`src/rtl/decoder_4to16.sv`:
```
// decoder_4to16: registered one-hot decoder; clk/rst(async), enable, in[IN_W] -> out[OUT_W] one-hot, out_valid = registered enable
module decoder_4to16 #(
    parameter int IN_W  = 4,
    parameter int OUT_W = 16
) (
    input  logic             clk,
    input  logic             rst,
    input  logic             enable,
    input  logic [IN_W-1:0]  in,
    output logic [OUT_W-1:0] out,
    output logic             out_valid
);
    if (OUT_W != 2**IN_W) begin : g_bad_width
        $error("OUT_W must equal 2**IN_W");
    end
    always_ff @(posedge clk or posedge rst)
        if (rst) begin
            out       <= '0;
            out_valid <= 1'b0;
        end else begin
            out       <= enable ? {{(OUT_W-1){1'b0}}, 1'b1} << in : '0;
            out_valid <= enable;
        end
    always @(posedge clk)
        if (!rst && enable) assert (!$isunknown(in));
endmodule

```
`config.mk`:
```
export PLATFORM = sky130hd
export DESIGN_NAME = decoder_4to16
export DESIGN_NICKNAME = d
export VERILOG_FILES = /design/src/rtl/decoder_4to16.sv
export SDC_FILE = /design/constraint.sdc
export NUM_CORES = 1
export LEC_CHECK = 0
export ABC_CLOCK_PERIOD_IN_PS = 1300
export BUFFER_PORTS_ARGS = -buffer_cell sky130_fd_sc_hd__buf_2
export CAP_MARGIN = 20
export CORE_MARGIN = 8
export CORE_UTILIZATION = 35
export DETAILED_ROUTE_END_ITERATION = 8
export GPL_TIMING_DRIVEN = 0
export PLACE_DENSITY = 0.67
export REMOVE_ABC_BUFFERS = 1
export SLEW_MARGIN = 20
export SYNTH_ARGS = -nofsm -noshare
export SYNTH_HDL_FRONTEND = slang
export SYNTH_SLANG_ARGS = --single-unit
```
`constraint.sdc`:
```
create_clock -name clk -period 1.3 [get_ports clk]
set_clock_uncertainty 0.05 [all_clocks]
set_input_delay 0.195 -clock clk [delete_from_list [all_inputs] [get_ports clk]]
set_output_delay 0.195 -clock clk [all_outputs]
set_load 0.01 [all_outputs]
```
==> results of run 1 <==
cell type report:
| cell class | instances | area [um^2] | share of cell area |
|---|---|---|---|
| timing repair buffer | 25 | 135 | 0.185 |
| tap | 16 | 20.0 | 0.0274 |
| sequential | 17 | 425 | 0.582 |
| multi-input combinational | 23 | 120 | 0.164 |
| clock buffer | 4 | 26.3 | 0.0360 |
| inverter | 1 | 3.75 | 0.00514 |
cell usage after synthesis (all sizes together):
cell / instances
inv: 1
nand2b: 2
nand3b: 2
nand2: 1
nor2: 12
nor3: 4
nand3: 1
dfrtp: 17
or3b: 1
flip-flops by register name, summed over array words and instances, names as in the netlist:
register   count
out_valid      1
out           16
final timing paths:
path                         from           endpoint  slack (ns)  cells past startpoint
min in group asynchronous     rst   out[8]$_DFF_PP0_        0.48                      3
worst max-delay path       enable   out[0]$_DFF_PP0_        0.09                      4
max in group asynchronous     rst  out[13]$_DFF_PP0_        0.31                      3
worst min-delay path        in[0]   out[0]$_DFF_PP0_        0.09                      2
where the power goes:
| part | total, mW | leakage (nW) | internal (mW) | switching (mW) |
|---|---|---|---|---|
| Clock | 0.282 | 0.0150 | 0.119 | 0.163 |
| Combinational | 0.0696 | 0.163 | 0.0254 | 0.0442 |
| Sequential | 0.540 | 0.233 | 0.538 | 0.00193 |
| Total | 0.891 | 0.412 | 0.683 | 0.209 |
routing by layer:
layer	wire [um]	track usage
met5	0	0
met2	469	0.109
met1	541	0.0859
met4	42	0.0634
met3	131	0.0571
stage by stage:
step,power (mW),worst slack [ns]
6_report,0.891,0.0918
5_1_grt,0.925,0.0588
4_1_cts,0.890,0.237
3_5_place_dp,0.616,0.316
3_3_place_gp,0.614,0.320
2_1_floorplan,0.582,0.480
kinds of logic after synthesis:
logic type,synth area share
flops,0.774
simple gates,0.219
buf+inv,0.00683
layout by cell type, fill, tap and decap left out, drive strengths merged:
cell type	n
dfrtp	17
nor2	12
clkbuf	4
nand3	1
or3b	1
inv	1
nor3	4
buf	23
dlygate4sd3	2
nand2b	2
nand3b	2
nand2	1
==> out/results.tsv, run 1 <==
metric	value	unit
final setup violation count	0	
Fillers	139	
clk buf depth	2	
setup TNS	0	ns
crit-path cells	dlygate4sd3_1 > buf_2 > or3b_4 > nor3_2	
Peak Freq	828	MHz
CTS clk-pin slew, worst paths	0.09	ns
Critical Path RT	1.47	ns
dpl hpwl	864	um
CTS Root Cell	clkbuf_4	
Syn Inst Count	41	
first-pass GRT wire length	1970	um
slew of the pin with the lowest slew margin	0.637	ns
peak supply drop	664	uV
ANT cells	0	
final core occ	0.491	
Leak Pwr	0.412	nW
vias	382	
CP bufs+invs	2	
Netlist Area Pre-Place	549	um^2
final non-filler cell area	731	um^2
die area	3090	um^2
Synth area leaders	dfrtp_1, nor2_1, nor3_1	
Crit Path Category	input port to flop	
Max-Cap Viols	0	
status	completed	
Inst Count DP	80	
Num CTS Buffers	3	
Max FO, Critical Path	5	
pwr/cell area	1220	nW/um^2
Crit path max-delay family	buffers and inverters	
layout cells sized above 1	0.414	
Final Hold Slack	0.0884	ns
synthesized area per cell	13.4	um^2
Die Ht	55.6	um
area grow syn2layout	33.0	%
initial antenna violation count	0	
GRT overflow	0	
number of global-route vias before repair	418	
crit path DAT	1.38	ns
register area share after synthesis	0.774	
core area	1490	um^2
Die Wd	55.6	um
top cell type's share of synthesized area	0.774	
crit path capture type	flop	
Min Clock Period, post-route	1.21	ns
num rows	14	
post-placement cell area	684	um^2
via/cell ratio	4.44	
DRT iter0 DRCs	0	
gr usage total	0.0815	
I/O pin count	24	
CTS tree	yes	
largest net degree at the start of global routing	18	
Hold Crit Class	input port to flop	
cell taking the most area after synthesis	dfrtp_1	
CP max stage delay	0.52	ns
RD Place Congestion	0.740	
Final #Nets	78	
Yosys reg bits	17	
Post-CTS Hold Buffers	1	
Final Slew Violations	0	
relative slew slack	0.575	
post-route ant nets	0	
Netlist cell types	11	
Crit-path slowest cell	dlygate4sd3_1	
RSZ-0062 raised after global routing	no	
Final Hold Vio Count	0	
total iterations of the first detailed-routing run	1	
CTS H-tree lvls	1	
routed wire length	1190	um
initial core utilization	0.369	
period utilisation layout	0.929	
CTS Sinks	17	
drc violations	0	
crit path launch type	input port	
synth warn	0	
port bufs	23	
total setup buffers inserted after CTS	0	
WL/cell	13.8	um
fin cells	86	
Resized cells post-CTS	0	
Power figures use the tool's default switching activity.
==> run 2: changes to the inputs <==
==> constraint.sdc (replaced) <==
create_clock -name clk -period 1.3 [get_ports clk]
set_clock_uncertainty 0.05 [all_clocks]
set_input_delay 0.26 -clock clk [delete_from_list [all_inputs] [get_ports clk]]
set_output_delay 0.26 -clock clk [all_outputs]
set_load 0.01 [all_outputs]
==> run 2 against run 1 <==
Flip-flop and latch count stayed put. Sequential power hardly changed. Core utilization is 0.67 points lower. Combinational power is 3.3% lower. Setup slack better by 0.089 ns. Final cell count is 1.2% lower. Via count is 1.0% lower. Critical path type is now flop to output port. Highest routed layer unchanged.
==> out/results.tsv, run 2 (synthesis results as in run 1) <==
metric	value	unit	change
status	completed		
GRT overflow	0		unchanged
Final Hold Slack	0.0716	ns	-0.0168 ns
CTS Sinks	17		unchanged
Resized cells post-CTS	0		unchanged
first-pass GRT wire length	1970	um	unchanged
gr usage total	0.0815		unchanged
WL/cell	13.8	um	-0.10%
Hold Crit Class	input port to flop		
PnR worst setup slack	0.180	ns	+0.0886 ns
Post-CTS Hold Buffers	1		unchanged
setup TNS	0	ns	unchanged
initial antenna violation count	0		unchanged
crit path DAT	0.81	ns	-0.57 ns
Min Clock Period, post-route	1.12	ns	-0.0886 ns
critical path depth in cells	1		-3
DRT iter0 DRCs	0		unchanged
crit-path cells	buf_2		
number of global-route vias before repair	418		unchanged
port bufs	23		unchanged
Crit path max-delay family	flip-flops		
area grow syn2layout	31.2	%	
Sequential Area	425	um^2	unchanged
CP bufs+invs	1		-1
Final #Nets	77		-1.3%
most frequent cells in the layout	buf_2, dfrtp_1, nor2_1, nor3_1, clkbuf_4		
hold path cells	1		-1
Fillers	140		+0.72%
die area	3090	um^2	unchanged
CP max stage delay	0.38	ns	-0.14 ns
Final Hold Vio Count	0		unchanged
CTS H-tree lvls	1		unchanged
num rows	14		unchanged
largest net degree at the start of global routing	18		unchanged
Largest regs	out x16, out_valid x1		
Setup Slack @ Placement	0.251	ns	-0.0650 ns
Inst Count DP	80		unchanged
area of the multi-input gates	120	um^2	unchanged
most flop-heavy register	out		
total setup buffers inserted after CTS	0		unchanged
via/cell ratio	4.45		+0.12%
Hold EP	out_valid$_DFF_PP0_		
layout cells sized above 1	0.420		+0.00600
Crit-path slowest cell	dfrtp_1		
Final Power	0.889	mW	-0.27%
dpl hpwl	864	um	unchanged
fin cells	85		-1.2%
total iterations of the first detailed-routing run	1		unchanged
Peak Freq	893	MHz	+7.9%
commonest non-fill, non-tap cell in the layout	buf_2		
Max FO, Critical Path	1		-4
ANT cells	0		unchanged
post-placement cell area	684	um^2	unchanged
period utilisation layout	0.861		-0.0681
RD Place Congestion	0.740		unchanged
min-delay src	enable		
Critical Path RT	0.99	ns	-0.48 ns
max reg flops	16		unchanged
drc violations	0		unchanged
CTS tree	yes		
Num CTS Buffers	3		unchanged
CTS clk-pin slew, worst paths	0.09	ns	about the same
slew of the pin with the lowest slew margin	0.637	ns	+0.000130 ns
initial core utilization	0.369		unchanged
Crit Path Category	flop to output port		
crit path capture type	output port		
vias	378		-1.0%
clk buf depth	2		unchanged
Max-Cap Viols	0		unchanged
final setup violation count	0		unchanged
I/O pin count	24		unchanged
peak supply drop	664	uV	about the same
CTS Root Cell	clkbuf_4		
routed wire length	1170	um	-1.3%
Leak Pwr	0.407	nW	-1.0%
relative slew slack	0.575		about the same
Die Ht	55.6	um	unchanged
final core occ	0.484		-0.00672
RSZ-0062 raised after global routing	no		
crit path launch type	flop		
pwr/cell area	1230	nW/um^2	+1.1%
Die Wd	55.6	um	unchanged
core area	1490	um^2	unchanged
Final Slew Violations	0		unchanged
post-route ant nets	0		unchanged
final non-filler cell area	721	um^2	-1.4%
## run 2: cell count changes in the layout (fill, tap and decap cells not counted)
cell / previous run / this run
dlygate4sd3_1: 2 / 1
## run 2: worst max path at each step
| stage | from | end | slack, ns |
|---|---|---|---|
| after detailed placement | in[1] | out[0]$_DFF_PP0_ | 0.25 |
| after CTS | out[4]$_DFF_PP0_ | out[4] | 0.17 |
| after floorplan | in[1] | out[0]$_DFF_PP0_ | 0.41 |
| after global routing | rst | out[9]$_DFF_PP0_ | 0.13 |
| final | out[4]$_DFF_PP0_ | out[4] | 0.18 |
| after global placement | in[1] | out[0]$_DFF_PP0_ | 0.25 |
## run 2: area by class of cell
| class | count | share of cell area |
|---|---|---|
| clock buffers | 4 | 0.0365 |
| inverters | 1 | 0.00521 |
| multi-input cells | 23 | 0.167 |
| flip-flops and latches | 17 | 0.590 |
| well taps | 16 | 0.0278 |
| repair buffers | 24 | 0.174 |
## run 2: layer usage
metal	global-route usage	part of all wire	up-vias	wire [um]
li1	-	-	189	-
met1	0.0859	0.46	167	537
met2	0.109	0.39	18	459
met3	0.0571	0.11	4	131
met4	0.0634	0.036	0	42
met5	0	0	-	0
## run 2: power by group
group	switching, mW	internal (mW)
combinational	0.0438	0.0235
sequential	0.00193	0.538
clock	0.163	0.120
total	0.208	0.681
==> run 3: changes to the inputs <==
--- a/config.mk
+++ b/config.mk
@@ -11,7 +11,6 @@
 export CORE_MARGIN = 8
 export CORE_UTILIZATION = 35
 export DETAILED_ROUTE_END_ITERATION = 8
-export GPL_TIMING_DRIVEN = 0
 export PLACE_DENSITY = 0.67
 export REMOVE_ABC_BUFFERS = 1
 export SLEW_MARGIN = 20
==> run 3 against run 2 <==
Combinational power up 3.4%. Largest power group unchanged. Non-clock buffer count up 1. Sequential power about the same. Global-route usage down 0.78 points. Critical path type unchanged. Highest routed layer is now met3. Final cell count up 1.2%. Power down 0.81%.
==> out/results.tsv, run 3 (synthesis results as in run 1) <==
metric	value	unit	change
CP max stage delay	0.38	ns	about the same
CTS tree	yes		
Fillers	144		+2.9%
Die Wd	55.6	um	unchanged
die area	3090	um^2	unchanged
peak supply drop	676	uV	+1.9%
Sequential Area	425	um^2	unchanged
crit path launch type	flop		
Final Slew Violations	0		unchanged
slew of the pin with the lowest slew margin	0.207	ns	-0.430 ns
commonest non-fill, non-tap cell in the layout	buf_2		
hold path cells	1		unchanged
Num CTS Buffers	3		unchanged
Hold EP	out_valid$_DFF_PP0_		
pwr/cell area	1210	nW/um^2	-2.0%
share of total power in combinational logic	0.079		+0.003
Crit Path Category	flop to output port		
final core occ	0.490		+0.00588
max reg flops	16		unchanged
area grow syn2layout	32.8	%	
gr usage total	0.0737		-0.00782
RD Place Congestion	0.727		-1.7%
M3 GR Usage	0.0594		+0.00228
Die Ht	55.6	um	unchanged
net switching power figure	0.204	mW	-1.9%
crit path DAT	0.81	ns	about the same
ANT cells	0		unchanged
largest net degree at the start of global routing	18		unchanged
via/cell ratio	4.60		+3.5%
Crit path max-delay family	flip-flops		
GRT busiest layer	met2		
I/O pin count	24		unchanged
met2 Usage GRT	0.117		+0.00801
clk buf depth	2		unchanged
area of the multi-input gates	120	um^2	unchanged
first-pass GRT wire length	1880	um	-4.6%
CTS Sinks	17		unchanged
routed wire length	1170	um	about the same
Clk pwr share	0.309		-0.008
fin cells	86		+1.2%
period utilisation layout	0.860		-0.000968
final setup violation count	0		unchanged
most frequent cells in the layout	buf_2, dfrtp_1, nor2_1, nor3_1, clkbuf_4		
CTS Root Cell	clkbuf_4		
port bufs	23		unchanged
Max-Cap Viols	0		unchanged
post-route ant nets	0		unchanged
crit path capture type	output port		
core area	1490	um^2	unchanged
Crit-path slowest cell	dfrtp_1		
setup TNS	0	ns	unchanged
Switching Fraction	0.232		-0.00267
crit-path cells	buf_2		
relative slew slack	0.862		+0.287
status	completed		
vias	396		+4.8%
Min Clock Period, post-route	1.12	ns	-0.00126 ns
number of global-route vias before repair	428		+2.4%
total iterations of the first detailed-routing run	4		+3
WL/cell	13.6	um	-1.2%
layout cells sized above 1	0.443		+0.0226
initial core utilization	0.369		unchanged
CP bufs+invs	1		unchanged
Hold Crit Class	input port to flop		
Int Power	0.677	mW	-0.46%
Final #Nets	78		+1.3%
Max FO, Critical Path	1		unchanged
dpl hpwl	872	um	+0.82%
most flop-heavy register	out		
GRT overflow	0		unchanged
Final Hold Vio Count	0		unchanged
CTS H-tree lvls	1		unchanged
num rows	14		unchanged
total setup buffers inserted after CTS	0		unchanged
Critical Path RT	0.99	ns	about the same
CTS clk-pin slew, worst paths	0.09	ns	about the same
initial antenna violation count	0		unchanged
power share of the sequential group	0.612		+0.005
RSZ-0062 raised after global routing	no		
drc violations	0		unchanged
min-delay src	enable		
Largest regs	out x16, out_valid x1		
DRT iter0 DRCs	8		+8
GRT met1 Usage	0.0795		-0.00639
Peak Freq	894	MHz	+0.11%
Leak Pwr	0.415	nW	+1.8%
Inst Count DP	81		+1.3%
## run 3: cell types whose count changed in the layout (fill, tap and decap cells not counted)
cell / delta
clkbuf_1: -1
buf_4: +1
clkinv_2: +1
## run 3: stage by stage
| stage | instance area (um^2) | worst slack [ns] | power, mW | hold slack (ns) |
|---|---|---|---|---|
| floorplan | 549 | 0.415 | 0.582 | 0.136 |
| global placement | 692 | 0.253 | 0.617 | 0.221 |
| detailed placement | 692 | 0.249 | 0.619 | 0.231 |
| CTS | 729 | 0.174 | 0.892 | 0.0694 |
| global route | 729 | 0.153 | 0.918 | 0.0739 |
| finish | 729 | 0.182 | 0.882 | 0.0799 |
## run 3: layout make-up
cell class / count / share of cell area
Sequential cell: 17 / 0.583
Timing Repair Buffer: 25 / 0.182
Multi-Input combinational cell: 23 / 0.165
Clock buffer: 3 / 0.0309
Tap cell: 16 / 0.0274
Clock inverter: 1 / 0.00686
Inverter: 1 / 0.00515
## run 3: power groups by stage
stage,clock [mW],combinational (mW),sequential (mW)
after global routing,0.299,0.0775,0.541
after detailed placement,0,0.0685,0.550
after global placement,0,0.0664,0.550
after floorplan,0,0.0261,0.556
after CTS,0.282,0.0706,0.540
final,0.272,0.0696,0.540
## run 3: how the worst max path moves through the flow
stage                      from  slack (ns)  depth (start not counted)               end
4_1_cts        out[9]$_DFF_PP0_        0.17                          1            out[9]
2_1_floorplan             in[1]        0.41                          2  out[0]$_DFF_PP0_
3_5_place_dp              in[1]        0.25                          3  out[1]$_DFF_PP0_
5_1_grt        out[8]$_DFF_PP0_        0.15                          1            out[8]
6_report       out[9]$_DFF_PP0_        0.18                          1            out[9]
3_3_place_gp              in[1]        0.25                          3  out[0]$_DFF_PP0_
## run 3: per-layer routing
metal  vias up  share of wire
met5         -              0
met4         0              0
met1       185           0.45
li1        188              -
met2        23           0.44
met3         0           0.11
## run 3: timing repair
action	in CTS	in global routing
resized for setup	0	0
endpoints found under the hold margin	17	0
hold buffers	1	0
